### config.mk
export PLATFORM = sky130hd
export DESIGN_NAME = alu
export DESIGN_NICKNAME = d
export VERILOG_FILES = /design/src/rtl/alu_pkg.sv /design/src/rtl/alu_core.sv /design/src/rtl/alu.sv
export SDC_FILE = /design/constraint.sdc
export NUM_CORES = 1
export LEC_CHECK = 0
export CAP_MARGIN = 20
export CORE_ASPECT_RATIO = 1.4
export CORE_MARGIN = 1
export CORE_UTILIZATION = 56
export CTS_CLUSTER_SIZE = 24
export DETAILED_ROUTE_END_ITERATION = 8
export GPL_TIMING_DRIVEN = 0
export PLACE_DENSITY = 0.79
export RECOVER_POWER = 25
export SYNTH_ARGS = -nofsm -noshare
export SYNTH_HDL_FRONTEND = slang
export SYNTH_SLANG_ARGS = --single-unit
### constraint.sdc
create_clock -name clk -period 12.4 [get_ports clk]
set_input_delay 1.24 -clock clk [delete_from_list [all_inputs] [get_ports clk]]
set_output_delay 1.24 -clock clk [all_outputs]
set_load 0.05 [all_outputs]
### src/rtl/alu_pkg.sv
// alu_pkg: shared widths and opcode encodings for the execute-stage ALU.
//   DATA_W - operand/result width
//   IMM_W  - immediate width
//   SA_W   - shift amount width
//   OP_*   - 4-bit operation select values; 1011..1111 are reserved
package alu_pkg;

  localparam int DATA_W = 32;
  localparam int IMM_W  = 14;
  localparam int SA_W   = 5;

  localparam logic [3:0] OP_AND  = 4'b0000;
  localparam logic [3:0] OP_ADD  = 4'b0001;
  localparam logic [3:0] OP_SUB  = 4'b0010;
  localparam logic [3:0] OP_CMP  = 4'b0011;
  localparam logic [3:0] OP_SLL  = 4'b0100;
  localparam logic [3:0] OP_SLR  = 4'b0101;
  localparam logic [3:0] OP_SLLV = 4'b0110;
  localparam logic [3:0] OP_SLRV = 4'b0111;
  localparam logic [3:0] OP_ANDI = 4'b1000;
  localparam logic [3:0] OP_ADDI = 4'b1001;
  localparam logic [3:0] OP_OR   = 4'b1010;

endpackage

### src/rtl/alu_core.sv
// alu_core: combinational datapath of the ALU.
//   ALUop    in  4   operation select
//   rs1      in  32  operand A
//   rs2      in  32  operand B
//   imm      in  14  immediate
//   SA       in  5   constant shift amount
//   res      out 32  next result
//   carry    out 1   next carry/borrow/shift-out
//   overflow out 1   next signed overflow
module alu_core
  import alu_pkg::*;
(
  input  logic [3:0]        ALUop,
  input  logic [DATA_W-1:0] rs1,
  input  logic [DATA_W-1:0] rs2,
  input  logic [IMM_W-1:0]  imm,
  input  logic [SA_W-1:0]   SA,
  output logic [DATA_W-1:0] res,
  output logic              carry,
  output logic              overflow
);

  logic [DATA_W-1:0] imm_sext;
  logic [DATA_W-1:0] imm_zext;
  logic [DATA_W-1:0] add_b;
  logic [DATA_W:0]   sum;
  logic [DATA_W:0]   diff;
  logic              add_ovf;
  logic              sub_ovf;
  logic [SA_W-1:0]   sh_amt;
  logic              sh_left;
  logic [DATA_W:0]   shl;
  logic [DATA_W:0]   shr;

  assign imm_sext = {{(DATA_W-IMM_W){imm[IMM_W-1]}}, imm};
  assign imm_zext = {{(DATA_W-IMM_W){1'b0}}, imm};

  // One adder serves ADD and ADDI; bit 32 is the unsigned carry-out.
  assign add_b   = (ALUop == OP_ADDI) ? imm_sext : rs2;
  assign sum     = {1'b0, rs1} + {1'b0, add_b};
  assign add_ovf = (rs1[DATA_W-1] == add_b[DATA_W-1]) &&
                   (sum[DATA_W-1] != rs1[DATA_W-1]);

  // Bit 32 of the 33-bit difference is the unsigned borrow.
  assign diff    = {1'b0, rs1} - {1'b0, rs2};
  assign sub_ovf = (rs1[DATA_W-1] != rs2[DATA_W-1]) &&
                   (diff[DATA_W-1] != rs1[DATA_W-1]);

  // Shared shifter. Each direction carries one guard bit so the last bit
  // shifted out lands in it; a zero amount leaves the guard at 0.
  assign sh_amt  = (ALUop == OP_SLL || ALUop == OP_SLR) ? SA : rs2[SA_W-1:0];
  assign sh_left = (ALUop == OP_SLL || ALUop == OP_SLLV);
  assign shl     = {1'b0, rs1} << sh_amt;
  assign shr     = {rs1, 1'b0} >> sh_amt;

  always_comb begin
    res      = '0;
    carry    = 1'b0;
    overflow = 1'b0;
    case (ALUop)
      OP_AND:  res = rs1 & rs2;
      OP_OR:   res = rs1 | rs2;
      OP_ANDI: res = rs1 & imm_zext;
      OP_ADD, OP_ADDI: begin
        res      = sum[DATA_W-1:0];
        carry    = sum[DATA_W];
        overflow = add_ovf;
      end
      OP_SUB: begin
        res      = diff[DATA_W-1:0];
        carry    = diff[DATA_W];
        overflow = sub_ovf;
      end
      OP_CMP: begin
        // Signed ordering taken from the subtractor: less-than is N xor V.
        if (diff[DATA_W-1:0] == '0)
          res = '0;
        else if (diff[DATA_W-1] ^ sub_ovf)
          res = '1;
        else
          res = {{(DATA_W-1){1'b0}}, 1'b1};
        carry    = diff[DATA_W];
        overflow = sub_ovf;
      end
      OP_SLL, OP_SLLV, OP_SLR, OP_SLRV: begin
        if (sh_left) begin
          res   = shl[DATA_W-1:0];
          carry = shl[DATA_W];
        end else begin
          res   = shr[DATA_W:1];
          carry = shr[0];
        end
      end
      default: begin
        res      = '0;
        carry    = 1'b0;
        overflow = 1'b0;
      end
    endcase
  end

endmodule

### src/rtl/alu.sv
// alu: registered 32-bit ALU for the execute stage, one op per cycle.
//   clk      in  1   rising-edge clock
//   reset    in  1   synchronous active-high; clears all outputs
//   ALUop    in  4   operation select
//   rs1      in  32  operand A
//   rs2      in  32  operand B
//   imm      in  14  immediate
//   SA       in  5   constant shift amount
//   result   out 32  registered result
//   zero     out 1   registered, set when result is all zeros
//   carry    out 1   registered carry/borrow/shift-out
//   overflow out 1   registered signed overflow
module alu
  import alu_pkg::*;
(
  input  logic              clk,
  input  logic              reset,
  input  logic [3:0]        ALUop,
  input  logic [DATA_W-1:0] rs1,
  input  logic [DATA_W-1:0] rs2,
  input  logic [IMM_W-1:0]  imm,
  input  logic [SA_W-1:0]   SA,
  output logic [DATA_W-1:0] result,
  output logic              zero,
  output logic              carry,
  output logic              overflow
);

  logic [DATA_W-1:0] res_d;
  logic              carry_d;
  logic              ovf_d;

  alu_core u_core (
    .ALUop    (ALUop),
    .rs1      (rs1),
    .rs2      (rs2),
    .imm      (imm),
    .SA       (SA),
    .res      (res_d),
    .carry    (carry_d),
    .overflow (ovf_d)
  );

  // Reset clears zero as well, even though result is 0 at that point.
  always_ff @(posedge clk) begin
    if (reset) begin
      result   <= '0;
      zero     <= 1'b0;
      carry    <= 1'b0;
      overflow <= 1'b0;
    end else begin
      result   <= res_d;
      zero     <= (res_d == '0);
      carry    <= carry_d;
      overflow <= ovf_d;
    end
  end

endmodule

==> flow_summary.toml, run 1 <==
[global_routing]
grt_max_degree = 12
grtUsageTotal = 0.677
grt_pass1_wl_mm = 111
overflow = 18
grt_pass1_vias = 17000

[place]
dp_hpwl_mm = 53.2
place.gp.congestion = 1.34
port_buffers = 118
dp.cells = 2110

[logic_synthesis]
ys.flop_type = "dfxtp_1"
synth_edf_count = 0
ys_types = 101
syn-num-nets = 1949
yosys_warnings = 0
ys_ff_latch = 35
async_flop_share = 0
syn_inst = 1729
synth-seq-area-share = 0.0580
syn-cell-area_mm2 = 0.0121
syn_area_per_cell_um2 = 6.98

[outcome]
lastStage = "global routing"
status = "aborted with a tool error"
error_line = "[ERROR GRT-0116] Global routing finished with congestion. Check the congestion regions in the DRC Viewer."

[cts]
root_buffer = "clkbuf_16"
cts_sinks = 35
numCtsBuffers = 5
hold_buffers = 0
cts_buffer_depth = 2
post_cts_buffers = 0
htree_levels = 2
cts_resized = 0

[die]
num_io_pins = 124
die_y_um = 176
start_util = 0.571
num_rows = 63
die_w_um = 126
-- logic make-up after synthesis --
kind of cell             share of synthesized area
multiplexers                                 0.125
AND/OR/NAND/NOR                              0.223
adder cells (fa/ha/maj)                      0.138
XOR/XNOR                                    0.0334
flip-flops                                  0.0580
buffers and inverters                       0.0811
AO/OA/AOI/OAI                                0.342
-- synth_stat cells, drive strengths merged, types with 7 or more instances --
cell / number / share of area
nand3b: 7 / 0.0044
mux2i: 99 / 0.082
o21a: 8 / 0.0050
o311ai: 8 / 0.0058
o2111ai: 7 / 0.0051
a31oi: 25 / 0.013
a311oi: 10 / 0.0083
nand4: 19 / 0.0098
dfxtp: 35 / 0.058
nor2: 146 / 0.045
o22ai: 18 / 0.0098
a211o: 11 / 0.0080
a21oi: 150 / 0.064
o21ai: 86 / 0.036
xnor2: 31 / 0.022
o221ai: 23 / 0.017
nor2b: 18 / 0.0093
o32ai: 8 / 0.0064
a221oi: 20 / 0.016
o211ai: 24 / 0.015
a22oi: 9 / 0.0056
ha: 128 / 0.13
xor2: 15 / 0.011
inv: 99 / 0.031
clkbuf: 68 / 0.021
a21o: 25 / 0.016
mux4: 9 / 0.017
a2111oi: 13 / 0.011
buf: 58 / 0.029
a32oi: 13 / 0.010
nand3: 54 / 0.023
mux2: 27 / 0.026
nor3: 38 / 0.016
nand2b: 18 / 0.0093
o31ai: 12 / 0.0075
or3: 8 / 0.0041
a211oi: 53 / 0.035
nor4: 22 / 0.011
nand2: 201 / 0.063
-- metal layers --
layer  track usage  GRT overflow
met1         0.664             0
met2         0.879             9
met3         0.500             0
met4         0.674             9
met5         0.161             0
-- per-stage QoR --
| stage | instance area, um2 | setup slack (ns) | hold WS, ns | util |
|---|---|---|---|---|
| floorplan | 12100 | 6.04 | 1.55 | - |
| global placement | 13600 | 3.34 | 1.68 | 0.643 |
| detailed placement | 13600 | 3.41 | 1.70 | 0.644 |
| CTS | 13800 | 3.58 | 1.42 | 0.651 |
==> run 2: changes to the inputs <==
CORE_ASPECT_RATIO = unset   (was 1.4)
CORE_UTILIZATION = 40   (was 56)
CTS_CLUSTER_SIZE = unset   (was 24)
PLACE_DENSITY = unset   (was 0.79)
PLACE_DENSITY_LB_ADDON = 0.15   (was unset)
==> run 2 against run 1 <==
Compared with the run above: the run now ends clean; synthesized cell count unchanged; synthesized area is the same.
==> flow_summary.toml, run 2 <==
[critical_path]
worstPathCellList = "clkdlybuf4s50_1, clkbuf_1, nor3_1, buf_2, clkbuf_1, buf_1, nand2_1, buf_1, mux2_2, ha_1, inv_1, fa_1, nor2b_1, o2111ai_1, a21o_1, a211oi_1, o21a_1, nor3_1, a2111oi_1, nand4b_1, nor3_1, nand4_1, nor4_1, and4_1"
cp-start-kind = "input port"
cpMostUsedCell = "nor3_1"
crit_type = "in2reg"
cpLargestDelayFamily = "buffers and inverters"
cpPeakStageDelay_ns = 1.14
critPathMaxFanout = 10
critPathSlowestCell = "a2111oi_1"
cp-end-kind = "flop"
critPathArrivalTime_ns = 9.91
path_buf_inv = 7
required_ns = 12.61

[place]
port_buffers = 118
place.gp.congestion = 1.14
dp_hpwl_mm = 61.2
dp_slack_ns = 2.61

[finish]
regMostFlops = "result"
fillers = 3173
final_cell_mix = "nand2_1 (200), a21oi_1 (147), nor2_1 (146), ha_1 (128), clkdlybuf4s50_1 (101)"
nets = 2083
drive_gt1_frac = 0.0783
areaGrowthSynthToFinish_pct = 15.9
layout_commonest_cell = "nand2_1"
utilization = 0.472
largest_reg_flops = 32

[power]
vdd_drop_max_mv = 0.0523
powerDensity_mw_per_mm2 = 77.2
p_sw_uw = 605
seqPwrFrac = 0.116
pwr-share-comb = 0.751
p_leak_nw = 5.87
p_int_uw = 476
sw_frac_of_total = 0.560
power.share.clock = 0.132

[logic_synthesis]
async_flop_share = 0
synth_top_area_frac = 0.133
yosysTopAreaCell = "ha_1"
yosys_warnings = 0
ys_ff_latch = 35
syn_inst = 1729
syn-num-nets = 1949
ys_types = 101
synth_edf_count = 0
ys.flop_type = "dfxtp_1"
ys_top_cells_by_count = "nand2_1 (200), a21oi_1 (147), nor2_1 (146)"
synth_area_leaders = "ha_1 (13%), mux2i_1 (8.1%), nand2_1 (6.2%), a21oi_1 (6.1%), dfxtp_1 (5.8%)"
syn_area_per_cell_um2 = 6.98
synth.most_common_cell = "nand2_1"
synth-seq-area-share = 0.0580
syn-cell-area_mm2 = 0.0121

[cts]
root_buffer = "clkbuf_16"
cts_resized = 0
cts_sinks = 35
post_cts_buffers = 0
cts_buffer_depth = 2
numCtsBuffers = 5
cts_tree = "done"
htree_levels = 2
clk_pin_slew_ns = 0.05
hold_buffers = 0

[route]
wl_met3_mm = 10.6
drt_iter0_markers = 2606
wl_met1_mm = 28.9
route.detailed.drc = 0
vias = 16300
drt_first_pass_iters = 8
top_layer = "met5"
antenna_left = 0
dr_wl_met2_mm = 31.2
post_drt_wl_per_cell_um = 34.1
wirelength_mm = 76.9
vias_per_cell = 7.21

[die]
num_rows = 63
core-area_mm2 = 0.0296
design.die.area_mm2 = 0.0309
start_util = 0.407
die_y_um = 176
num_io_pins = 124
die_w_um = 176

[timing]
tns_ns = 0
tightest_slew_ns = 1.43
hold_slack_ns = 1.40
finalSetupViolCount = 0
finalHoldViolations = 0
maxSlewHeadroom = 0.0487
slew_viol_final = 0
min_period_ns = 9.69
fin_crit_sh = 0.782
fmax_ghz = 0.103
rsz0062_at_grt = "false"
finalWorstSetupSlack_ns = 2.71

[global_routing]
grt_max_degree = 12
grt_pass1_vias = 15300
grt_pass1_wl_mm = 109
antenna_found_initial = 10
overflow = 0
grtUsageTotal = 0.486

[worst_hold_path]
hold_class = "in2reg"

[run]
max-cap-violations = 0

[outcome]
status = "completed"
-- run 2: cell counts after synthesis --
Identical to the previous run, type by type.
-- run 2: worst paths after layout --
check	cells past startpoint	startpoint	to	slack, ns
max	24	ALUop[1]	zero$_SDFF_PP0_	2.71
min	2	reset	overflow$_SDFF_PP0_	1.40
-- run 2: layout make-up --
type	instances	area, um2	area share
well taps	390	488	0.0349
plain buffers	126	608	0.0435
clock inverters	2	35.0	0.00250
multi-input cells	1469	10400	0.743
repair buffers	127	1240	0.0884
inverters	99	372	0.0266
flip-flops and latches	35	701	0.0501
diodes	4	10.0	0.000715
clock buffers	6	139	0.00992
-- run 2: power groups by stage --
stage	Sequential (mW)	Combinational [mW]	Clock [mW]
after detailed placement	0.128	0.760	0
after CTS	0.126	0.763	0.144
after global routing	0.126	0.832	0.149
after global placement	0.128	0.762	0
final	0.125	0.812	0.143
after floorplan	0.164	0.427	0
-- run 2: routing by layer --
| metal | vias to the layer above | GRT usage |
|---|---|---|
| met5 | - | 0 |
| met4 | 8 | 0.297 |
| met3 | 382 | 0.154 |
| met2 | 1405 | 0.719 |
| met1 | 7696 | 0.611 |
| li1 | 6790 | - |
-- run 2: kinds of logic after synthesis --
logic type                 after synthesis  synth area share
muxes                                  135             0.125
DFF                                     35            0.0580
AOI/OAI and AO/OA                      585             0.342
and+or+nand+nor                        572             0.223
buffers and inverters                  225            0.0811
xor gates and xnor gates                46            0.0334
adders and majority gates              131             0.138
-- run 2: stage by stage --
stage	instance area, um2	cells	power, mW
floorplan	12100	1729	0.590
global placement	13700	2237	0.889
detailed placement	13800	2243	0.888
CTS	14000	2251	1.03
global route	14000	2254	1.11
finish	14000	2258	1.08
Note: power is estimated with default switching activity, not from simulation.
==> run 3: changes to the inputs <==
clock period = 10.1 ns   (was 12.4 ns; I/O delays follow)
==> results of run 3 <==
The final DEF is identical to that of run 2. Status: completed.
Among the figures that moved: setup slack after placement 2.61 ns -> 0.536 ns; setup slack after layout 2.71 ns -> 0.636 ns; hold slack 1.40 ns -> 1.17 ns; total power 1.08 mW -> 1.33 mW; worst IR drop on VDD 0.0523 mV -> 0.0642 mV
